## config.mk

```make
export PLATFORM = sky130hd
export DESIGN_NAME = ps2_host_tx
export DESIGN_NICKNAME = d
export VERILOG_FILES = /design/src/rtl/ps2_pkg.sv /design/src/rtl/ps2_sync.sv /design/src/rtl/ps2_host_tx.sv
export SDC_FILE = /design/constraint.sdc
export NUM_CORES = 1
export LEC_CHECK = 0
export CAP_MARGIN = 10
export CORE_UTILIZATION = 30
export DETAILED_ROUTE_END_ITERATION = 7
export HOLD_SLACK_MARGIN = 0.05
export MAX_ROUTING_LAYER = met4
export PLACE_DENSITY = 0.54
export REMOVE_ABC_BUFFERS = 1
export SYNTH_ARGS = -nofsm -noshare
export SYNTH_HDL_FRONTEND = slang
export SYNTH_SLANG_ARGS = --single-unit
export TNS_END_PERCENT = 20
```

## constraint.sdc

```tcl
create_clock -name clock -period 2.9 [get_ports clock]
set_input_delay 0.87 -clock clock [delete_from_list [all_inputs] [get_ports clock]]
set_output_delay 0.87 -clock clock [all_outputs]
set_load 0.005 [all_outputs]
```

## src/rtl/ps2_pkg.sv

```systemverilog
// Shared PS/2 definitions: host transmitter state encoding, command bytes, frame builder.
package ps2_pkg;

  typedef enum logic [2:0] {
    IDLE,
    INHIBIT,
    REQ,
    SHIFT,
    ACK,
    WAIT_IDLE
  } ps2_state_e;

  localparam logic [7:0] CMD_SET_LED = 8'hED;
  localparam logic [7:0] CMD_RESET   = 8'hFF;
  localparam logic [7:0] CMD_ENABLE  = 8'hF4;
  localparam logic [7:0] ACK_BYTE    = 8'hFA;

  localparam int FRAME_BITS = 11;

  // {stop, odd parity, data, start}; bit 0 is the start bit already driven in REQ.
  function automatic logic [FRAME_BITS-1:0] ps2_frame(input logic [7:0] d);
    return {1'b1, ~^d, d, 1'b0};
  endfunction

  function automatic int max3(input int a, input int b, input int c);
    int m;
    m = (a > b) ? a : b;
    return (m > c) ? m : c;
  endfunction

endpackage

```

## src/rtl/ps2_sync.sv

```systemverilog
// Two-flop synchroniser for a raw PS/2 pin with a single-cycle falling-edge strobe.
module ps2_sync #(
  parameter logic RST_VAL = 1'b1
) (
  input  logic clock,
  input  logic reset,
  input  logic pin_i,
  output logic sync_o,
  output logic fall_o
);

  logic [1:0] sync_q;
  logic       prev_q;

  // Reset to the idle bus level so leaving reset never fakes an edge.
  always_ff @(posedge clock) begin
    if (reset) begin
      sync_q <= {2{RST_VAL}};
      prev_q <= RST_VAL;
    end else begin
      sync_q <= {sync_q[0], pin_i};
      prev_q <= sync_q[1];
    end
  end

  assign sync_o = sync_q[1];
  assign fall_o = prev_q & ~sync_q[1];

endmodule

```

## src/rtl/ps2_host_tx.sv

```systemverilog
// Host-to-device PS/2 transmitter: inhibit, request-to-send, shift 10 bits on device
// clock falls, check the device ACK, then wait for the bus to return idle.
module ps2_host_tx
  import ps2_pkg::*;
#(
  parameter int INHIBIT_CYCLES = 6000,
  parameter int REQ_CYCLES     = 50,
  parameter int TIMEOUT_CYCLES = 1000000
) (
  input  logic       clock,
  input  logic       reset,
  input  logic       send,
  input  logic [7:0] data,
  output logic       busy,
  output logic       done,
  output logic       error,
  input  logic       ps2_clk_in,
  input  logic       ps2_dat_in,
  output logic       ps2_clk_oe,
  output logic       ps2_dat_oe
);

  localparam int CW = $clog2(max3(INHIBIT_CYCLES, REQ_CYCLES, TIMEOUT_CYCLES) + 1);

  ps2_state_e            state_q, state_d;
  logic [CW-1:0]         cnt_q, cnt_d;
  logic [3:0]            idx_q, idx_d;
  logic [FRAME_BITS-1:0] frame_q, frame_d;
  logic                  dat_q, dat_d;
  logic                  done_q, done_d;
  logic                  error_q, error_d;

  logic clk_s, clk_fall, dat_s, unused_dat_fall;

  ps2_sync u_clk_sync (
    .clock  (clock),
    .reset  (reset),
    .pin_i  (ps2_clk_in),
    .sync_o (clk_s),
    .fall_o (clk_fall)
  );

  ps2_sync u_dat_sync (
    .clock  (clock),
    .reset  (reset),
    .pin_i  (ps2_dat_in),
    .sync_o (dat_s),
    .fall_o (unused_dat_fall)
  );

  always_ff @(posedge clock) begin
    if (reset) begin
      state_q <= IDLE;
      cnt_q   <= '0;
      idx_q   <= '0;
      frame_q <= '0;
      dat_q   <= 1'b0;
      done_q  <= 1'b0;
      error_q <= 1'b0;
    end else begin
      state_q <= state_d;
      cnt_q   <= cnt_d;
      idx_q   <= idx_d;
      frame_q <= frame_d;
      dat_q   <= dat_d;
      done_q  <= done_d;
      error_q <= error_d;
    end
  end

  always_comb begin
    state_d = state_q;
    cnt_d   = cnt_q;
    idx_d   = idx_q;
    frame_d = frame_q;
    dat_d   = dat_q;
    done_d  = 1'b0;
    error_d = 1'b0;
    unique case (state_q)
      IDLE: begin
        if (send) begin
          state_d = INHIBIT;
          frame_d = ps2_frame(data);
          cnt_d   = '0;
        end
      end
      INHIBIT: begin
        if (cnt_q == CW'(INHIBIT_CYCLES - 1)) begin
          state_d = REQ;
          cnt_d   = '0;
        end else begin
          cnt_d = cnt_q + 1'b1;
        end
      end
      REQ: begin
        // Start bit stays low after CLK is released until the first device fall.
        if (cnt_q == CW'(REQ_CYCLES - 1)) begin
          state_d = SHIFT;
          cnt_d   = '0;
          idx_d   = 4'd1;
          dat_d   = 1'b1;
        end else begin
          cnt_d = cnt_q + 1'b1;
        end
      end
      SHIFT, ACK, WAIT_IDLE: begin
        cnt_d = clk_fall ? '0 : cnt_q + 1'b1;
        if (!clk_fall && cnt_q == CW'(TIMEOUT_CYCLES - 1)) begin
          error_d = 1'b1;
          state_d = IDLE;
        end else if (state_q == SHIFT) begin
          if (clk_fall) begin
            dat_d = ~frame_q[idx_q];
            idx_d = idx_q + 4'd1;
            if (idx_q == 4'd10) state_d = ACK;
          end
        end else if (state_q == ACK) begin
          if (clk_fall) begin
            if (dat_s) begin
              error_d = 1'b1;
              state_d = IDLE;
            end else begin
              state_d = WAIT_IDLE;
            end
          end
        end else if (clk_s && dat_s) begin
          done_d  = 1'b1;
          state_d = IDLE;
        end
      end
      default: state_d = IDLE;
    endcase
    if (state_d == IDLE) begin
      cnt_d = '0;
      idx_d = '0;
      dat_d = 1'b0;
    end
  end

  always_comb begin
    busy       = (state_q != IDLE);
    ps2_clk_oe = (state_q == INHIBIT) || (state_q == REQ);
    ps2_dat_oe = (state_q == REQ) || ((state_q == SHIFT) && dat_q);
  end

  assign done  = done_q;
  assign error = error_q;

endmodule

```

# [Word-level counts from Yosys, hierarchy flattened]
# Cells that the tools add are included.
[totals] register_bits=45 output_inout_bits=5
[classes] add_sub_neg=2 order_cmp=1 eq_ne=14 mux=35 n_bitwise=4 reduce_logical=19
[op_table] operator="20-bit two-way mux" n=4
[op_table] operator="20-bit one-hot mux with 4 select lines" n=1
[op_table] operator="3-bit two-way mux" n=11
[op_table] operator="20-bit by 1-bit adder with 20-bit output, second input constant" n=1
[op_table] operator="20-bit by 13-bit == test with 1-bit output, second input constant" n=1
[op_table] operator="20-bit == test, second input constant" n=1
[op_table] operator="20-bit by 6-bit == test with 1-bit output, second input constant" n=1
[op_table] operator="4-bit two-way mux" n=4
[op_table] operator="3-bit one-hot mux with 4 select lines" n=1
[op_table] operator="1-bit two-way mux" n=11
[op_table] operator="2-bit inequality test, second input constant" n=5
[op_table] operator="4-bit one-hot mux with 2 select lines" n=1
[op_table] operator="8-bit XNOR reduction" n=1
[op_table] operator="3-bit by 2-bit == test with 1-bit output, second input constant" n=2
[op_table] operator="3-bit == test, second input constant" n=2
[op_table] operator="3-bit zero test" n=2
[op_table] operator="4-bit by 5-bit < comparator with 1-bit output, second input constant" n=1
[op_table] operator="5-bit AND reduction" n=1
[op_table] operator="5-bit OR reduction" n=1
[op_table] operator="4-bit by 1-bit adder with 4-bit output, second input constant" n=1
[op_table] operator="1-bit binary-select mux with 4-bit select" n=1
[op_table] operator="4-bit == test, second input constant" n=1
[op_table] operator="2-bit AND reduction" n=2
[op_table] operator="4-bit nonzero test" n=1
[op_table] operator="11 further kinds" n=17

# [Longest topological paths before layout]
# Gate-level depths: netlist of the first run.
[depth] word_depth=9 depth_mapped=10

# [Modules after synthesis]
# A second synthesis of the first run with hierarchy kept.
[hier_totals] hier_cells=281 area_unflattened_um2=2371.0
[modules_own_cells] module="ps2_host_tx" instances=1 cells_each=267 area_per_inst_um2=2200.9 seq_area_each_um2=800.8
[modules_own_cells] module="ps2_sync" instances=2 cells_each=7 area_per_inst_um2=85.1 seq_area_each_um2=60.1

# [Worst setup path after synthesis of the first run]
# Ideal clock, no wire load.
[synth_path] kind="register to register" from="register cnt_q[0]" to="register cnt_q[11]" setup_ns=0.114 arrival_time_ns=2.092 required_ns=2.786 path_slack_ns=0.694 stages_incl_launch_ff=9 path_buffers=1 synth_period_minus_slack_ns=2.206 path_cell_list="dfxtp_1 > ha_1 > nand3_1 > nor4_2 > a21oi_1 > a2111o_2 > o211ai_4 > buf_6 > nor2_1"
[synth_between] elab_chain_len=6 elab_cells_between_ends=15
[synth_lines] element="start, declared" line="ps2_host_tx.sv:26" source="logic [CW-1:0] cnt_q, cnt_d;"
[synth_lines] element="start signal, assigned" line="ps2_host_tx.sv:62" source="cnt_q <= cnt_d;"
[synth_lines] element="parallel branches: the longest is 6 deep, another holds 20-bit by 1-bit adder with 20-bit output"
# Several ways; the timed one is not identified.
# A chain may end at the register's enable or synchronous reset.

# [Final worst setup path of the first run]
[layout_path] from="register state_q[2]" to="output ps2_clk_oe"
[layout_between] elab_chain_len=2 elab_cells_between_ends=3
[layout_lines] element="start, declared" line="ps2_host_tx.sv:25" source="ps2_state_e state_q, state_d;"
[layout_lines] element="start signal, assigned" line="ps2_host_tx.sv:61" source="state_q <= state_d;"
[layout_lines] element="3-bit by 1-bit == test with 1-bit output or 3-bit by 2-bit == test with 1-bit output (tied branches)" line="ps2_host_tx.sv:142" source="ps2_clk_oe = (state_q == INHIBIT) || (state_q == REQ);"
[layout_lines] element="1-bit logical OR (*)" line="ps2_host_tx.sv:142"
[layout_lines] element="end, declared" line="ps2_host_tx.sv:19" source="output logic ps2_clk_oe,"
# Every way passes the cells marked *; elsewhere a longest branch is shown, timed or not.

==> out/results.ini, run 1 <==
[logic_synthesis]
synthFlopType=dfxtp_1
synth_seq_cells=45
syn_area_mm2=0.00235
synth_edf_count=0
synth_most_common_cell=dfxtp_1
async_reset_ff_share_pct=0
synth_commonest_cells=dfxtp_1 (45), nand2_1 (37), nor2_1 (32), a21oi_1 (20), xor2_1 (15)
postSynthAreaPerCell_um2=8.41
synth.area.top_cells=dfxtp_1 (38%), nand2_1 (5.9%), xor2_1 (5.6%)
ys_seq_area_share_pct=38.3
synth_area_leader_cell=dfxtp_1
ys_warn_count=0
synth_top_area_share_pct=38.3
synthesis.instances=280
synth.distinct_cells=53

[floorplan]
core_mm2=0.00741
die_y_um=90.6
num_io_pins=18
std_cell_rows=31
fp.dieW_um=90.6
start_util_pct=31.8
dieArea_mm2=0.00821

[sta]
fin_skew_ps=10.6
relSlewSlack_pct=63.6
rsz0062_at_grt=no
maxSlewViolCount=0
fmax_mhz=383
finalHoldViolations=0
layout_setup_ws_ps=291
tns_ps=0
setup_viol=0
fin_crit_ps=2610
finalCritPeriodShare_pct=90.0
worstMarginPinSlew_ps=540

[power]
ir_worst_vdd_v=0.000162
power_frac_seq_pct=54.0
switching_power_uw=282
power.total_uw=1190
cellPowerDensity_mw_per_mm2=435
pwr-share-clk_pct=35.5
switching_share_pct=23.7
comb_power_share_pct=10.5
leakage_uw=0.000940
internal_power_uw=909

[cts]
cts_resized=0
cts.hold.buffers_added=0
clock_path_buffers=2
cts.root.buffer_cell=clkbuf_8
numCtsBuffers=5
clock-sinks=45
post_cts_buffers=0
clock_latency_ps=300
path_clk_slew_ps=80
cts_htree_levels=2
cts_tree=built

[cells_and_area]
multi_input_area_mm2=0.00135
register_area_um2=901
fillCellCount=777
final_area_mm2=0.00274
layout-drive-gt1-share_pct=13.9
antennaDiodeCount=0
finalNetCount=319
final_core_utilization_pct=37.0
area_delta_synth_final_pct=16.4

[worst_setup_path]
critPathKind=register to output port
cp.arrival_ps=1740
path_max_fanout=9
slowest_delay_ps=550
startpoint_type=register
path_buf_inv=1
crit_path_end_kind=output port
cp_cell_sequence=nand2b_1 > o21ai_0 > clkdlybuf4s50_1
crit_family=buffers and inverters
worst-endpoint-required_ps=2030
cp_slowest_cell=clkdlybuf4s50_1

[place]
io_buffer_count=17
place.gp.congestion=0.759
pre_cts_slack_ps=203
post_dp_cell_area_mm2=0.00264
hpwl_um=3730

[hold_path]
hold_class=register to register

[routing]
ant_nets=0
drtPass1Iterations=4
viasPerCell=4.85
finalWirelength_um=4910
drt-initial-drc-count=113
wl_per_cell_um=12.2
vias=1949
drc=0

[global_route]
track_usage_pct=12.6
overflow=0
grt_pass1_wl_um=8080
antenna_found_initial=0
grt_pass1_vias=1688
grt_max_degree=19

[flow_run]
max_cap_viol_count=0

[run_status]
status=finished, final reports clean

state kept, by name, indices dropped and copies added, names as in the netlist:
name and count:
u_dat_sync.sync_q 2, frame_q 10, cnt_q 20, u_clk_sync.sync_q 2
state_q 3, u_clk_sync.prev_q 1, dat_q 1, done 1
error 1, idx_q 4
cells in the final DEF, fill, tap and decap left out, drive strengths merged, types with 2 or more instances in the layout:
cell           netlist  routed
a211oi               2       2
a21oi               20      20
a31oi                6       6
and2                 4       4
and3                 8       8
and4                 2       2
buf                  4      10
clkbuf               8       7
clkdlybuf4s50        0      17
dfxtp               45      45
ha                   4       4
inv                  6       6
nand2               37      37
nand2b               2       2
nand3               14      14
nand3b               2       2
nand4                7       7
nor2                32      32
nor3                10      10
nor4                 6       6
o21ai                7       7
o22ai                2       2
o31ai                2       2
or2                  5       5
or4                  2       2
xnor2               10      10
xor2                15      15
cell type report:
cell class              count  area share [%]
flip-flops and latches     45            32.9
well taps                  99            4.52
clock inverters             1           0.183
clock buffers               7            3.52
repair buffers             27            8.95
inverters                   6           0.822
multi-input cells         217            49.1
power by group through the flow:
| stage | Clock [uW] | Combinational [uW] | Sequential, uW |
|---|---|---|---|
| floorplan | 0 | 73.9 | 658 |
| global placement | 0 | 126 | 658 |
| detailed placement | 0 | 126 | 658 |
| CTS | 439 | 127 | 643 |
| global route | 462 | 138 | 645 |
| finish | 423 | 125 | 643 |
cell families (layout without fill, tap and decap cells):
kind of cell / count (synthesis) / count (layout) / synth area share (%)
xor gates and xnor gates: 25 / 25 / 9.30
adders and majority gates: 4 / 4 / 2.13
and+or+nand+nor: 137 / 137 / 30.2
buffers and inverters: 18 / 41 / 4.57
DFF: 45 / 45 / 38.3
AOI/OAI and AO/OA: 48 / 48 / 13.7
muxes: 3 / 3 / 1.86
routing by layer:
metal	vias up	GRT usage, %	routed length, um
met2	26	18.0	2130
met1	889	17.5	2540
met3	5	2.69	172
met4	0	4.44	70
li1	1029	-	-
met5	-	-	0
metrics by stage:
stage	hold WS, ps	instances
2_1_floorplan	389	268
3_3_place_gp	392	394
3_5_place_dp	401	394
4_1_cts	420	402
5_1_grt	423	402
6_report	419	402
worst paths after layout:
kind,startpoint,to,slack [ps],cells after the start
worst max-delay path,state_q[2],ps2_clk_oe,290,3
worst min register to register,u_clk_sync.sync_q[0],u_clk_sync.sync_q[1],420,1
worst max register to register,cnt_q[0],cnt_q[12],340,7
worst min-delay path,u_clk_sync.sync_q[0],u_clk_sync.sync_q[1],420,1
Note: power is estimated with default switching activity, not from simulation.
==> run 2, diff against run 1 <==
CORE_MARGIN = 5   (was default)
==> run 2 against run 1 <==
Die area increased by 18%. Critical path type unchanged. Highest routed layer unchanged. Largest power group unchanged. Sequential power about the same. Largest cell class unchanged. Sequential cell count unchanged. Global-route usage decreased by 1.1 points.
==> out/results.ini, run 2 (synthesis results as in run 1) <==
[run_status]
status=finished, final reports clean  ; unchanged

[worst_setup_path]
critPathKind=register to output port  ; unchanged
cp_cell_sequence=nand2b_1 > o21ai_0 > clkdlybuf4s50_1  ; unchanged
path_max_fanout=9  ; unchanged
slowest_delay_ps=550  ; about the same
reg2reg_to=cnt_q[18]  ; was cnt_q[12]
worst-endpoint-required_ps=2030  ; about the same
cp_slowest_cell=clkdlybuf4s50_1  ; unchanged
crit_family=buffers and inverters  ; unchanged
startpoint_type=register  ; unchanged
crit_start=state_q[1]  ; was state_q[2]
path_buf_inv=1  ; unchanged
ff2ff_path_depth=7  ; unchanged
crit_path_end_kind=output port  ; unchanged
cp.arrival_ps=1800  ; was 1740 ps
regToRegSetupSlack_ps=370  ; was 340 ps
r2r_start=cnt_q[0]  ; unchanged

[sta]
finalHoldViolations=0  ; unchanged
finalCritPeriodShare_pct=91.9  ; was 90.0%
fin_crit_ps=2670  ; was 2610 ps
worstMarginPinSlew_ps=511  ; was 540 ps
maxSlewViolCount=0  ; unchanged
tns_ps=0  ; unchanged
rsz0062_at_grt=no  ; unchanged
setup_viol=0  ; unchanged
fmax_mhz=375  ; was 383 MHz
fin_skew_ps=2.60  ; was 10.6 ps
layout_setup_ws_ps=234  ; was 291 ps
relSlewSlack_pct=65.5  ; was 63.6%

[floorplan]
std_cell_rows=32  ; was 31
dieArea_mm2=0.00972  ; was 0.00821 mm^2
num_io_pins=18  ; unchanged
die_y_um=98.6  ; was 90.6 um
fp.dieW_um=98.6  ; was 90.6 um
start_util_pct=30.6  ; was 31.8%
core_mm2=0.00769  ; was 0.00741 mm^2

[power]
ir_worst_vdd_v=0.000188  ; was 0.000162 V
cellPowerDensity_mw_per_mm2=455  ; was 435 mW/mm^2
leakage_uw=0.000944  ; was 0.000940 uW

[hold_path]
hold_class=register to register  ; unchanged
hold_start=u_dat_sync.sync_q[0]  ; was u_clk_sync.sync_q[0]
min_to=u_dat_sync.sync_q[1]  ; was u_clk_sync.sync_q[1]
min_path_cells=1  ; unchanged

[cells_and_area]
layout-drive-gt1-share_pct=13.5  ; was 13.9%
layout_common_cells=dfxtp_1 (45), nand2_1 (37), nor2_1 (32)  ; unchanged
regMostFlops=cnt_q  ; unchanged
fillCellCount=806  ; was 777
antennaDiodeCount=0  ; unchanged
finalNetCount=319  ; unchanged
final_area_mm2=0.00276  ; was 0.00274 mm^2
final_cells=405  ; was 402
area_delta_synth_final_pct=17.2  ; was 16.4%
largest_reg_flops=20  ; unchanged
final_common_cell=dfxtp_1  ; unchanged
final_core_utilization_pct=35.9  ; was 37.0%
top_regs=cnt_q (20), frame_q (10), idx_q (4)  ; unchanged

[cts]
numCtsBuffers=5  ; unchanged
cts.root.buffer_cell=clkbuf_8  ; unchanged
clock_latency_ps=290  ; was 300 ps
cts.hold.buffers_added=0  ; unchanged
cts_resized=0  ; unchanged
post_cts_buffers=0  ; unchanged
clock-sinks=45  ; unchanged
clock_path_buffers=2  ; unchanged
cts_tree=built  ; unchanged
path_clk_slew_ps=80  ; about the same
cts_htree_levels=2  ; unchanged

[place]
pre_cts_slack_ps=177  ; was 203 ps
hpwl_um=3820  ; was 3730 um
post_dp_cell_area_mm2=0.00264  ; about the same
place.gp.congestion=0.783  ; was 0.759
io_buffer_count=17  ; unchanged
dp.cells=397  ; was 394

[routing]
drt-initial-drc-count=115  ; was 113
drc=0  ; unchanged
drtPass1Iterations=4  ; unchanged
ant_nets=0  ; unchanged
vias=1965  ; was 1,949
wl_per_cell_um=12.4  ; was 12.2 um
viasPerCell=4.85  ; about the same
finalWirelength_um=5040  ; was 4910 um

[global_route]
antenna_found_initial=0  ; unchanged
grt_pass1_wl_um=9100  ; was 8080 um
grt_pass1_vias=1929  ; was 1,688
overflow=0  ; unchanged
track_usage_pct=11.5  ; was 12.6%
grt_max_degree=19  ; unchanged

[flow_run]
max_cap_viol_count=0  ; unchanged

## run 2: routing by layer
| metal | global-route usage [%] | vias to the layer above | share of wire [%] |
|---|---|---|---|
| li1 | - | 1033 | - |
| met1 | 15.3 | 898 | 52 |
| met2 | 17.7 | 28 | 44 |
| met3 | 1.63 | 6 | 2.7 |
| met4 | 4.62 | 0 | 1.7 |
| met5 | - | - | 0 |
## run 2: per-stage QoR
step                hold slack (ps)  total power, uW
detailed placement              393              787
floorplan                       389              732
finish                          412             1260
global route                    452             1320
global placement                391              785
CTS                             412             1280
## run 2: final cells by class
| cell class | count | area (um^2) | share of cell area (%) |
|---|---|---|---|
| Clock inverter | 1 | 30.0 | 1.09 |
| Tap cell | 102 | 128 | 4.63 |
| Inverter | 6 | 22.5 | 0.816 |
| Sequential cell | 45 | 901 | 32.7 |
| Timing Repair Buffer | 27 | 245 | 8.89 |
| Clock buffer | 7 | 86.3 | 3.13 |
| Multi-Input combinational cell | 217 | 1350 | 48.8 |
## run 2: how the worst max path moves through the flow
stage / endpoint / cells past startpoint
after global placement: cnt_q[16] / 5
after floorplan: cnt_q[10] / 7
after global routing: ps2_clk_oe / 3
after detailed placement: cnt_q[18] / 5
final: ps2_clk_oe / 3
after CTS: ps2_clk_oe / 3
## run 2: where the power goes
group	total [uW]	internal, uW	switching (uW)
logic	127	60.9	66.3
clock network	484	281	203
registers	644	633	11.2
total	1260	975	281
==> run 3, diff against run 2 <==
ABC_AREA = 1   (was default)
ABC_CLOCK_PERIOD_IN_PS = 2900   (was default)
PLACE_DENSITY = 0.53   (was 0.54)
==> run 3 against run 2 <==
Maximum frequency is 0.62% lower. Critical path depth is 3 higher. Clock skew is 6.1 ps higher. Register-to-register slack better by 540 ps. Setup slack worse by 17 ps. First-iteration DRC count is 9.6% higher. Global-route usage is 0.61 points higher. Cell area is 17% higher. Non-clock buffer count is 5 lower.
==> out/results.ini, run 3 <==
[global_route]
grt_max_degree=27  ; was 19
grt_pass1_wl_um=11200  ; was 9100 um
antenna_found_initial=0  ; unchanged
top_usage_layer=met2  ; unchanged
globalRouteMet2Util_pct=19.0  ; was 17.7%
overflow=0  ; unchanged
grt_pass1_vias=2396  ; was 1,929
track_usage_pct=12.1  ; was 11.5%
met1_usage_pct=15.7  ; was 15.3%
grt_use_met3_pct=2.04  ; was 1.63%

[place]
place.gp.congestion=0.850  ; was 0.783
hpwl_um=4770  ; was 3820 um
dp.cells=556  ; was 397
post_dp_cell_area_mm2=0.00314  ; was 0.00264 mm^2
io_buffer_count=17  ; unchanged

[cts]
clock-sinks=45  ; unchanged
cts_resized=0  ; unchanged
numCtsBuffers=5  ; unchanged
post_cts_buffers=0  ; unchanged
cts_htree_levels=2  ; unchanged
cts.root.buffer_cell=clkbuf_8  ; unchanged
cts_tree=built  ; unchanged
clock_path_buffers=2  ; unchanged
clock_latency_ps=300  ; was 290 ps
cts.hold.buffers_added=0  ; unchanged
path_clk_slew_ps=90  ; was 80 ps

[logic_synthesis]
synth.distinct_cells=34  ; was 53
synth_area_leader_cell=dfxtp_1  ; unchanged
async_reset_ff_share_pct=0  ; unchanged
synth_seq_cells=45  ; unchanged
postSynthAreaPerCell_um2=6.88  ; was 8.41 um^2
synthesis.instances=417  ; was 280
syn_area_mm2=0.00287  ; was 0.00235 mm^2
synth_edf_count=0  ; unchanged
ys_warn_count=0  ; unchanged
synth_most_common_cell=nand2_1  ; was dfxtp_1
ys_seq_area_share_pct=31.4  ; was 38.3%
synth.area.top_cells=dfxtp_1 (31%), nand2_1 (13%), nand3_1 (7.3%)  ; was dfxtp_1 (38%), nand2_1 (5.9%), xor2_1 (5.6%)
synth_top_area_share_pct=31.4  ; was 38.3%
synthFlopType=dfxtp_1  ; unchanged
synth_commonest_cells=nand2_1 (101), inv_1 (52), dfxtp_1 (45), nor2_1 (43), nand3_1 (42)  ; was dfxtp_1 (45), nand2_1 (37), nor2_1 (32), a21oi_1 (20), xor2_1 (15)

[routing]
vias=2562  ; was 1,965
wl_per_cell_um=11.3  ; was 12.4 um
drt-initial-drc-count=126  ; was 115
drtPass1Iterations=4  ; unchanged
viasPerCell=4.54  ; was 4.85
ant_nets=0  ; unchanged
finalWirelength_um=6390  ; was 5040 um
drc=0  ; unchanged

[cells_and_area]
layout_common_cells=nand2_1 (101), inv_1 (52), dfxtp_1 (45)  ; was dfxtp_1 (45), nand2_1 (37), nor2_1 (32)
final_cells=564  ; was 405
final_core_utilization_pct=34.8  ; was 35.9%
layout-drive-gt1-share_pct=14.5  ; was 13.5%
area_delta_synth_final_pct=12.5  ; was 17.2%
antennaDiodeCount=0  ; unchanged
final_common_cell=nand2_1  ; was dfxtp_1
top_regs=cnt_q (20), frame_q (10), idx_q (4)  ; unchanged
final_area_mm2=0.00323  ; was 0.00276 mm^2
largest_reg_flops=20  ; unchanged
finalNetCount=451  ; was 319
regMostFlops=cnt_q  ; unchanged
fillCellCount=1029  ; was 806

[sta]
setup_viol=0  ; unchanged
rsz0062_at_grt=no  ; unchanged
finalHoldViolations=0  ; unchanged
relSlewSlack_pct=69.7  ; was 65.5%
finalCritPeriodShare_pct=92.5  ; was 91.9%
holdWs_ps=416  ; was 412 ps
fin_crit_ps=2680  ; was 2670 ps
fin_skew_ps=8.70  ; was 2.60 ps
maxSlewViolCount=0  ; unchanged
worstMarginPinSlew_ps=454  ; was 511 ps
fmax_mhz=373  ; was 375 MHz
tns_ps=0  ; unchanged

[floorplan]
die_y_um=108  ; was 98.6 um
std_cell_rows=35  ; was 32
num_io_pins=18  ; unchanged
start_util_pct=30.9  ; was 30.6%
dieArea_mm2=0.0116  ; was 0.00972 mm^2
fp.dieW_um=108  ; was 98.6 um
core_mm2=0.00928  ; was 0.00769 mm^2

[hold_path]
min_to=u_clk_sync.sync_q[1]  ; was u_dat_sync.sync_q[1]
hold_class=register to register  ; unchanged
min_path_cells=1  ; unchanged
hold_start=u_clk_sync.sync_q[0]  ; was u_dat_sync.sync_q[0]

[run_status]
status=finished, final reports clean  ; unchanged

[power]
ir_worst_vdd_v=0.000229  ; was 0.000188 V
leakage_uw=0.00132  ; was 0.000944 uW
cellPowerDensity_mw_per_mm2=366  ; was 455 mW/mm^2

[worst_setup_path]
startpoint_type=register  ; unchanged
crit_path_end_kind=output port  ; unchanged
ff2ff_path_depth=8  ; was 7
regToRegSetupSlack_ps=910  ; was 370 ps
reg2reg_to=cnt_q[5]  ; was cnt_q[18]
cp.arrival_ps=1810  ; was 1800 ps
r2r_start=cnt_q[0]  ; unchanged
critPathKind=register to output port  ; unchanged
worst-endpoint-required_ps=2030  ; about the same
path_max_fanout=7  ; was 9

[flow_run]
max_cap_viol_count=0  ; unchanged

run 3: kinds of logic (layout without fill, tap and decap cells):
kind of cell    Yosys count  in the layout  share of synthesized area [%]
compound gates           55             55                           12.8
xor+xnor                 16             16                           4.88
fa+ha+maj                 4              4                           1.74
buf+inv                  69             87                           10.9
flops                    45             45                           31.4
simple gates            228            228                           38.4
run 3: routing by layer:
layer | vias up | part of all wire, %
met2 | 36 | 45
met1 | 1161 | 50
met5 | - | 0
met4 | 0 | 1.6
li1 | 1357 | -
met3 | 8 | 3.4
run 3: worst max-delay path, stage by stage (launching register included):
cell	delay (ps)
dfxtp_1	380
inv_2	120
nand2_1	130
nor2_4	150
inv_1	80
nand2_1	120
clkdlybuf4s50_1	530
run 3: layout make-up:
cell class | count | area (um^2) | area share [%]
Timing Repair Buffer | 22 | 208 | 6.43
Sequential cell | 45 | 901 | 27.9
Inverter | 57 | 214 | 6.63
Clock inverter | 2 | 15.0 | 0.465
Clock buffer | 6 | 72.6 | 2.25
Multi-Input combinational cell | 303 | 1660 | 51.3
Tap cell | 129 | 161 | 5.00
run 3: metrics by stage:
stage / power, uW / setup slack (ps)
2_1_floorplan: 745 / 1060
3_3_place_gp: 803 / 325
3_5_place_dp: 804 / 284
4_1_cts: 1210 / 213
5_1_grt: 1250 / 80.9
6_report: 1180 / 217
run 3: worst max-delay path by stage:
stage | endpoint | from | slack, ps | depth (start not counted)
after floorplan | cnt_q[10] | send | 1060 | 6
after global placement | cnt_q[16] | send | 320 | 7
after detailed placement | cnt_q[15] | send | 280 | 7
after CTS | ps2_clk_oe | state_q[2] | 210 | 6
after global routing | ps2_clk_oe | state_q[2] | 80 | 6
final | ps2_clk_oe | state_q[2] | 220 | 6
run 3: where the power goes:
group	internal (uW)	switching, uW	total (uW)
registers	635	8.83	643
logic	56.6	87.0	144
clock network	170	226	396
total	861	322	1180
